## config.mk

```make
export PLATFORM = sky130hd
export DESIGN_NAME = lorenz_sample_decimator
export DESIGN_NICKNAME = d
export VERILOG_FILES = /design/src/rtl/lorenz_sample_decimator.sv
export SDC_FILE = /design/constraint.sdc
export NUM_CORES = 1
export LEC_CHECK = 0
export BUFFER_PORTS_ARGS = -buffer_cell sky130_fd_sc_hd__buf_4
export CORE_MARGIN = 5
export CORE_UTILIZATION = 40
export DETAILED_ROUTE_END_ITERATION = 8
export SYNTH_ARGS = -nofsm -noshare
export SYNTH_HDL_FRONTEND = slang
export SYNTH_SLANG_ARGS = --single-unit
export TNS_END_PERCENT = 30
```

## constraint.sdc

```tcl
create_clock -name clk -period 14.2 [get_ports clk]
set_input_delay 0.71 -clock clk [delete_from_list [all_inputs] [get_ports clk]]
set_output_delay 0.71 -clock clk [all_outputs]
set_load 0.05 [all_outputs]
```

## src/rtl/lorenz_sample_decimator.sv

```systemverilog
// Decimates the Lorenz integrator's x/y/z stream, saturates each coordinate to OUT_W bits,
// and buffers the kept samples in a first-word-fall-through FIFO with a valid/ready output.
module lorenz_sample_decimator #(
    parameter int DECIM = 10,
    parameter int DEPTH = 8,
    parameter int OUT_W = 16
) (
    input  logic                     clk,
    input  logic                     reset_n,
    input  logic                     enable,
    input  logic                     clear,
    input  logic                     in_valid,
    input  logic [31:0]              in_x,
    input  logic [31:0]              in_y,
    input  logic [31:0]              in_z,
    output logic                     out_valid,
    input  logic                     out_ready,
    output logic [OUT_W-1:0]         out_x,
    output logic [OUT_W-1:0]         out_y,
    output logic [OUT_W-1:0]         out_z,
    output logic [$clog2(DEPTH):0]   fill,
    output logic                     overflow,
    output logic                     sat_flag
);

    localparam int AW  = $clog2(DEPTH);
    localparam int DCW = (DECIM > 1) ? $clog2(DECIM) : 1;
    localparam logic signed [31:0] MAXV = (32'sd1 <<< (OUT_W - 1)) - 32'sd1;
    localparam logic signed [31:0] MINV = -(32'sd1 <<< (OUT_W - 1));

    logic [DCW-1:0]   dcnt;
    logic [AW-1:0]    wr_ptr;
    logic [AW-1:0]    rd_ptr;
    logic [OUT_W-1:0] mem_x [DEPTH];
    logic [OUT_W-1:0] mem_y [DEPTH];
    logic [OUT_W-1:0] mem_z [DEPTH];

    logic             dcnt_last;
    logic             capture;
    logic             full;
    logic             pop;
    logic             push;
    logic [OUT_W:0]   sx;
    logic [OUT_W:0]   sy;
    logic [OUT_W:0]   sz;
    logic [AW:0]      fill_next;

    // Returns {saturated, value}.
    function automatic logic [OUT_W:0] saturate(input logic signed [31:0] v);
        if (v > MAXV)
            return {1'b1, MAXV[OUT_W-1:0]};
        else if (v < MINV)
            return {1'b1, MINV[OUT_W-1:0]};
        else
            return {1'b0, v[OUT_W-1:0]};
    endfunction

    always_comb begin
        sx = saturate(in_x);
        sy = saturate(in_y);
        sz = saturate(in_z);
    end

    assign dcnt_last = (dcnt == DCW'(DECIM - 1));
    assign capture   = enable && in_valid && dcnt_last;
    assign full      = (fill == (AW + 1)'(DEPTH));
    assign out_valid = (fill != '0);
    assign pop       = out_valid && out_ready;
    // A full FIFO still accepts a push when the head leaves on the same edge.
    assign push      = capture && (!full || pop);

    always_comb begin
        fill_next = fill;
        case ({push, pop})
            2'b10:   fill_next = fill + 1'b1;
            2'b01:   fill_next = fill - 1'b1;
            default: fill_next = fill;
        endcase
    end

    assign out_x = out_valid ? mem_x[rd_ptr] : '0;
    assign out_y = out_valid ? mem_y[rd_ptr] : '0;
    assign out_z = out_valid ? mem_z[rd_ptr] : '0;

    always_ff @(posedge clk or negedge reset_n) begin
        if (!reset_n) begin
            dcnt     <= '0;
            wr_ptr   <= '0;
            rd_ptr   <= '0;
            fill     <= '0;
            overflow <= 1'b0;
            sat_flag <= 1'b0;
        end else if (clear) begin
            dcnt     <= '0;
            wr_ptr   <= '0;
            rd_ptr   <= '0;
            fill     <= '0;
            overflow <= 1'b0;
            sat_flag <= 1'b0;
        end else begin
            if (enable && in_valid)
                dcnt <= dcnt_last ? '0 : dcnt + 1'b1;
            if (push) begin
                wr_ptr <= wr_ptr + 1'b1;
                if (sx[OUT_W] || sy[OUT_W] || sz[OUT_W])
                    sat_flag <= 1'b1;
            end
            if (capture && !push)
                overflow <= 1'b1;
            if (pop)
                rd_ptr <= rd_ptr + 1'b1;
            fill <= fill_next;
        end
    end

    always_ff @(posedge clk) begin
        if (push && !clear) begin
            mem_x[wr_ptr] <= sx[OUT_W-1:0];
            mem_y[wr_ptr] <= sy[OUT_W-1:0];
            mem_z[wr_ptr] <= sz[OUT_W-1:0];
        end
    end

endmodule

```

==> summary.txt, run 1 <==
Outcome - completed
Worst Skew - 20.9 ps
Worst Hold Launch - in_z[31]
FF-to-FF End - mem_y[4][4]$_DFFE_PP_
Pin count of the biggest net entering global routing - 53
R2R depth - 7
Cell area after synthesis - 16100 um2
Fmax - 254 MHz
Worst setup EP type - output pin
Max incr delay on CP - 890 ps
Sequential area share after synthesis - 74.2%
Top cell by count, worst path - buf_4
Routed WL per cell - 23.9 um
Final core occ - 48.5%
Multi-input logic area - 4030 um2
Final Hold Viols - 0
Via-per-instance ratio - 5.37
Syn nets - 937
Synthesized area per cell - 19.4 um2
Post-route DRC - 0
Post-CTS sizing - 0
Final slew viol count - 0
Minimum clock period - 3930 ps
Width of the die - 211 um
Hold depth - 1
Initial antenna violation count - 1
Commonest cells after routing, fill and taps aside - edfxtp_1 (384), buf_4 (174), nor2_1 (121)
YS warnings - 0
Area Overhead vs Synth - 19.8%
DP HPWL - 21.8 mm
Critical-path maximum fanout - 52
Inserted Clock Buffers - 42
VDD IR max - 0.0981 mV
CTS HTree Levels - 2
WS Path Type - reg2out
GR Overflow Total - 0
TNS Setup - 0 ps
First-pass GRT wire length - 56.1 mm
RSZ-0062 raised after global routing - no
Most common cell after layout, fill and taps aside - edfxtp_1
Initial core utilization - 40.5%
PortBufs - 156
Routed WL - 37.3 mm
Sequential Area - 11900 um2
# nets final - 1112
Worst hold path class - in2reg
Critical path cell sequence - buf_4 -> mux4_2 -> mux2i_1 -> nor2_1 -> buf_4
Final ANT Viol Nets - 0
PwrDens - 125 nW/um2
Vias after detailed routing - 8383
Lkg Pwr - 0.00628 uW
Drt pass-1 iters - 4
CTS tree - done
Die Area - 44300 um2
Worst path required time - 13490 ps
Worst EP arrival - 3220 ps
Worst R2R Setup Slack - 10890 ps
Primary FF master, synth - edfxtp_1
Critical path startpoint category - flip-flop
FF+latch count, synth - 400
Worst-path clk slew - 60 ps
Final worst-path cycle share - 27.7%
Die Ht - 211 um
Synth Instances - 828
Final count of negative-setup-slack endpoints - 0
Unique cell type count in the Yosys netlist - 43
CP max-delay cell - dfrtp_4
Levels on crit path - 5
Sum of buffers and inverters on the critical path - 2
All-Layer GR Usage - 16.9%
Hold Path Sink - mem_z[7][15]$_DFFE_PP_
Row Count - 73
CTS root buffer - clkbuf_16
Post-CTS setup-driven buffer insertion count - 0
EDFF count, synth - 384
Core Area - 39700 um2
Worst slew pin tran - 1160 ps
Worst rel slew slack - 22.7%
Fill cell count - 3358
Max cap viols - 0
Share of post-route cells with drive strength above 1 - 33.5%
I/O pin count - 157
Clock sink total - 400
Worst path top cell family by delay - buffers and inverters
Post-synth ARST share - 4.00%
Ant. Diodes - 0
Vias in the first global route - 8902
Reg-to-Reg Start - dcnt[1]$_DFFE_PN0P_
Maximum root-to-sink buffer count - 3
Routability cong. - 0.766
Hold Buf Count CTS - 1
Clock Latency Late Sink - 550 ps
1st-iter DRT viols - 564
Yosys cell counts (3+ instances only):
cell / n / area (um2)
a21oi_1: 4 / 20.0
nand3_1: 7 / 35.0
nor2_1: 127 / 477
dfrtp_1: 16 / 400
buf_2: 17 / 85.1
xor2_1: 6 / 52.6
mux2i_1: 52 / 521
nand2_1: 6 / 22.5
inv_1: 4 / 15.0
nand4_1: 8 / 50.1
or4_1: 3 / 22.5
nor4_1: 9 / 56.3
o21ai_0: 3 / 15.0
mux4_2: 96 / 2160
o21a_1: 15 / 113
nor3_1: 7 / 35.0
ha_1: 6 / 75.1
edfxtp_1: 384 / 11500
a31oi_1: 3 / 18.8
clkbuf_1: 24 / 90.1
worst reg2reg max path: stages (launching register included):
cell	delay (ps)
dfrtp_1	400
inv_1	70
ha_1	170
nand3b_1	150
a211oi_4	450
or3b_1	560
nor2_4	500
buf_4	610
how the worst max path moves through the flow:
stage	startpoint	endpoint	slack (ps)
after CTS	rd_ptr[0]$_DFFE_PN0P_	out_y[3]	10180
after global placement	enable	mem_z[4][10]$_DFFE_PP_	10670
final	rd_ptr[1]$_DFFE_PN0P_	out_z[8]	10270
after floorplan	fill[0]$_DFFE_PN0P_	mem_x[0][0]$_DFFE_PP_	8680
after detailed placement	enable	mem_z[4][2]$_DFFE_PP_	10660
after global routing	rd_ptr[0]$_DFFE_PN0P_	out_y[3]	10020
metal layers:
metal | up-vias | wire, um | GRT usage (%)
li1 | 3700 | - | -
met1 | 4388 | 16600 | 23.7
met2 | 248 | 17900 | 27.1
met3 | 45 | 2100 | 3.72
met4 | 2 | 653 | 4.38
met5 | - | 13 | 0
through the flow:
step | worst slack (ps) | hold WS (ps) | instance area (um2) | power [uW] | cells
after floorplan | 8680 | 414 | 16100 | 1340 | 828
final | 10270 | 414 | 19300 | 2400 | 1561
after CTS | 10180 | 379 | 19300 | 2430 | 1561
after global routing | 10020 | 399 | 19300 | 2490 | 1561
after global placement | 10670 | 505 | 18000 | 1380 | 1483
after detailed placement | 10660 | 499 | 18000 | 1380 | 1483
kinds of logic after synthesis:
| family | count (synthesis) | synth area share [%] |
|---|---|---|
| multiplexers | 148 | 16.7 |
| AND/OR/NAND/NOR | 180 | 4.95 |
| adder cells (fa/ha/maj) | 7 | 0.591 |
| AO/OA/AOI/OAI | 38 | 1.96 |
| XOR/XNOR | 7 | 0.381 |
| flip-flops | 400 | 74.2 |
| buffers and inverters | 48 | 1.28 |
report_power, final:
group	total, uW	leakage [uW]	internal (uW)	switching (uW)
sequential	1300	0.00369	1300	0.357
clock	1050	0.000635	614	432
combinational	62.0	0.00195	24.3	37.7
flip-flops by register name, summed over array words and instances (netlist names):
signal    cells
mem_y       128
sat_flag      1
wr_ptr        3
rd_ptr        3
dcnt          4
overflow      1
mem_z       128
fill          4
mem_x       128
area by class of cell:
type	count	area share, %
clock buffers	57	6.07
clock inverters	20	0.759
inverters	4	0.0779
multi-input cells	380	20.9
flip-flops and latches	400	61.9
well taps	525	3.41
repair buffers	175	6.83
Power figures use the tool's default switching activity.
==> run 2: changes to the inputs <==
Clock period 14.2 ns to 3.58 ns, I/O delays scaled along.
==> summary.txt, run 2 (same netlist as run 1, synthesis figures left out) <==
Outcome - completed (unchanged)
Routability cong. - 0.733 (was 0.766)
Worst EP arrival - 2600 ps (was 3220 ps)
Worst rel slew slack - 36.1% (was 22.7%)
GR Overflow Total - 0 (unchanged)
Critical-path maximum fanout - 29 (was 52)
Commonest cells after routing, fill and taps aside - edfxtp_1 (384), buf_4 (175), nor2_1 (121) (was edfxtp_1 (384), buf_4 (174), nor2_1 (121))
Worst-path clk slew - 60 ps (about the same)
Initial core utilization - 40.5% (unchanged)
PortBufs - 156 (unchanged)
Ant. Diodes - 0 (unchanged)
Fmax - 360 MHz
Lkg Pwr - 0.00639 uW (was 0.00628 uW)
Post-route DRC - 0 (unchanged)
Fill cell count - 3299 (was 3358)
Cell area after layout - 19600 um2 (was 19300 um2)
Hold Buf Count CTS - 5 (was 1)
Initial antenna violation count - 0 (was 1)
Clock Latency Late Sink - 530 ps (was 550 ps)
Routed WL per cell - 22.3 um (was 23.9 um)
1st-iter DRT viols - 638 (was 564)
CTS HTree Levels - 2 (unchanged)
All-Layer GR Usage - 15.8% (was 16.9%)
VDD IR max - 0.288 mV (was 0.0981 mV)
Worst slew pin tran - 959 ps (was 1160 ps)
Worst setup EP type - output pin (unchanged)
Pin count of the biggest net entering global routing - 46 (was 53)
DP HPWL - 22.1 mm (was 21.8 mm)
Worst hold path class - in2reg (unchanged)
Worst Skew - 21.9 ps (was 20.9 ps)
Row Count - 73 (unchanged)
Maximum root-to-sink buffer count - 3 (unchanged)
# nets final - 1127 (was 1112)
Die Area - 44300 um2 (unchanged)
Post-Layout Cell Count - 1575 (was 1561)
Final slew viol count - 0 (unchanged)
Max cap viols - 0 (unchanged)
Inserted Clock Buffers - 42 (unchanged)
Core Area - 39700 um2 (unchanged)
Placed Cells incl. Taps - 1494 (was 1483)
Minimum clock period - 2780 ps
Top cell by count, worst path - buf_4 (unchanged)
Routed WL - 35.1 mm (was 37.3 mm)
Share of post-route cells with drive strength above 1 - 34.1% (was 33.5%)
RSZ-0062 raised after global routing - no (unchanged)
R2R depth - 7 (unchanged)
Critical path startpoint category - flip-flop (unchanged)
Post-CTS setup-driven buffer insertion count - 0 (unchanged)
PwrDens - 493 nW/um2 (was 125 nW/um2)
Final Hold Viols - 0 (unchanged)
Area after DPL - 18200 um2 (was 18000 um2)
Most common cell after layout, fill and taps aside - edfxtp_1 (unchanged)
Clock sink total - 400 (unchanged)
CP max-delay cell - dfrtp_4 (unchanged)
Die Ht - 211 um (unchanged)
Worst path required time - 3400 ps (was 13490 ps)
Hold depth - 4 (was 1)
I/O pin count - 157 (unchanged)
Critical path cell sequence - buf_4 -> mux4_2 -> mux2i_1 -> nor2_1 -> buf_4 (unchanged)
Via-per-instance ratio - 5.25 (was 5.37)
First-pass GRT wire length - 53.7 mm (was 56.1 mm)
Width of the die - 211 um (unchanged)
Vias after detailed routing - 8274 (was 8383)
Vias in the first global route - 8885 (was 8902)
Biggest regs - mem_x (128), mem_y (128), mem_z (128) (unchanged)
Drt pass-1 iters - 5 (was 4)
Area Overhead vs Synth - 21.7% (was 19.8%)
Final count of negative-setup-slack endpoints - 0 (unchanged)
WS Path Type - reg2out (unchanged)
CTS root buffer - clkbuf_16 (unchanged)
Final ANT Viol Nets - 0 (unchanged)
Max incr delay on CP - 750 ps (was 890 ps)
Post-CTS sizing - 0 (unchanged)
Final worst-path cycle share - 77.6%
CTS tree - done (unchanged)
-- run 2: through the flow --
stage | power, uW | setup WS (ps) | utilization, % | hold WS, ps | TNS [ps]
6_report | 9650 | 800 | 49.3 | 48.5 | 0
5_1_grt | 9980 | 656 | 49.3 | 62.6 | 0
4_1_cts | 9740 | 743 | 49.3 | 36.5 | 0
3_5_place_dp | 5490 | 840 | 45.7 | 71.5 | 0
3_3_place_gp | 5480 | 850 | 45.7 | 67.5 | 0
2_1_floorplan | 5330 | -656 | - | -117 | -187950
-- run 2: path summary, 6_finish.rpt --
check	from	end	slack, ps
setup / recovery	rd_ptr[1]$_DFFE_PN0P_	out_z[3]	800
hold / removal	out_ready	rd_ptr[2]$_DFFE_PN0P_	50
setup reg to reg	dcnt[1]$_DFFE_PN0P_	mem_y[2][2]$_DFFE_PP_	840
hold reg to reg	dcnt[3]$_DFFE_PN0P_	dcnt[3]$_DFFE_PN0P_	540
max in group asynchronous	reset_n	rd_ptr[1]$_DFFE_PN0P_	3280
min in group asynchronous	reset_n	wr_ptr[2]$_DFFE_PN0P_	70
-- run 2: area by class of cell --
type	instances	area, um2	share of cell area, %
timing repair buffer	190	1560	7.99
tap	525	657	3.36
multi-input combinational	380	4040	20.7
clock inverter	20	229	1.17
clock buffer	56	1120	5.75
sequential	400	11900	61.0
inverter	4	15.0	0.0767
-- run 2: power by group --
group / total, uW / switching (uW) / internal [uW] / leakage (uW)
clock: 4260 / 1690 / 2570 / 0.000651
sequential: 5150 / 1.46 / 5140 / 0.00369
combinational: 247 / 148 / 98.6 / 0.00205
-- run 2: worst max-delay path: cells and delay by family (launching register included) --
family | cells | cell delay (ps)
flip-flops | 1 | 750
multiplexers | 2 | 630
buffers and inverters | 2 | 600
AND/OR/NAND/NOR | 1 | 80
-- run 2: layer usage --
metal	track usage (%)	part of all wire, %	vias up	wire (um)
li1	-	-	3727	-
met4	3.13	1.4	0	499
met2	26.4	50	178	17500
met5	0	0	-	0
met3	2.68	4.4	41	1540
met1	22.3	45	4328	15600
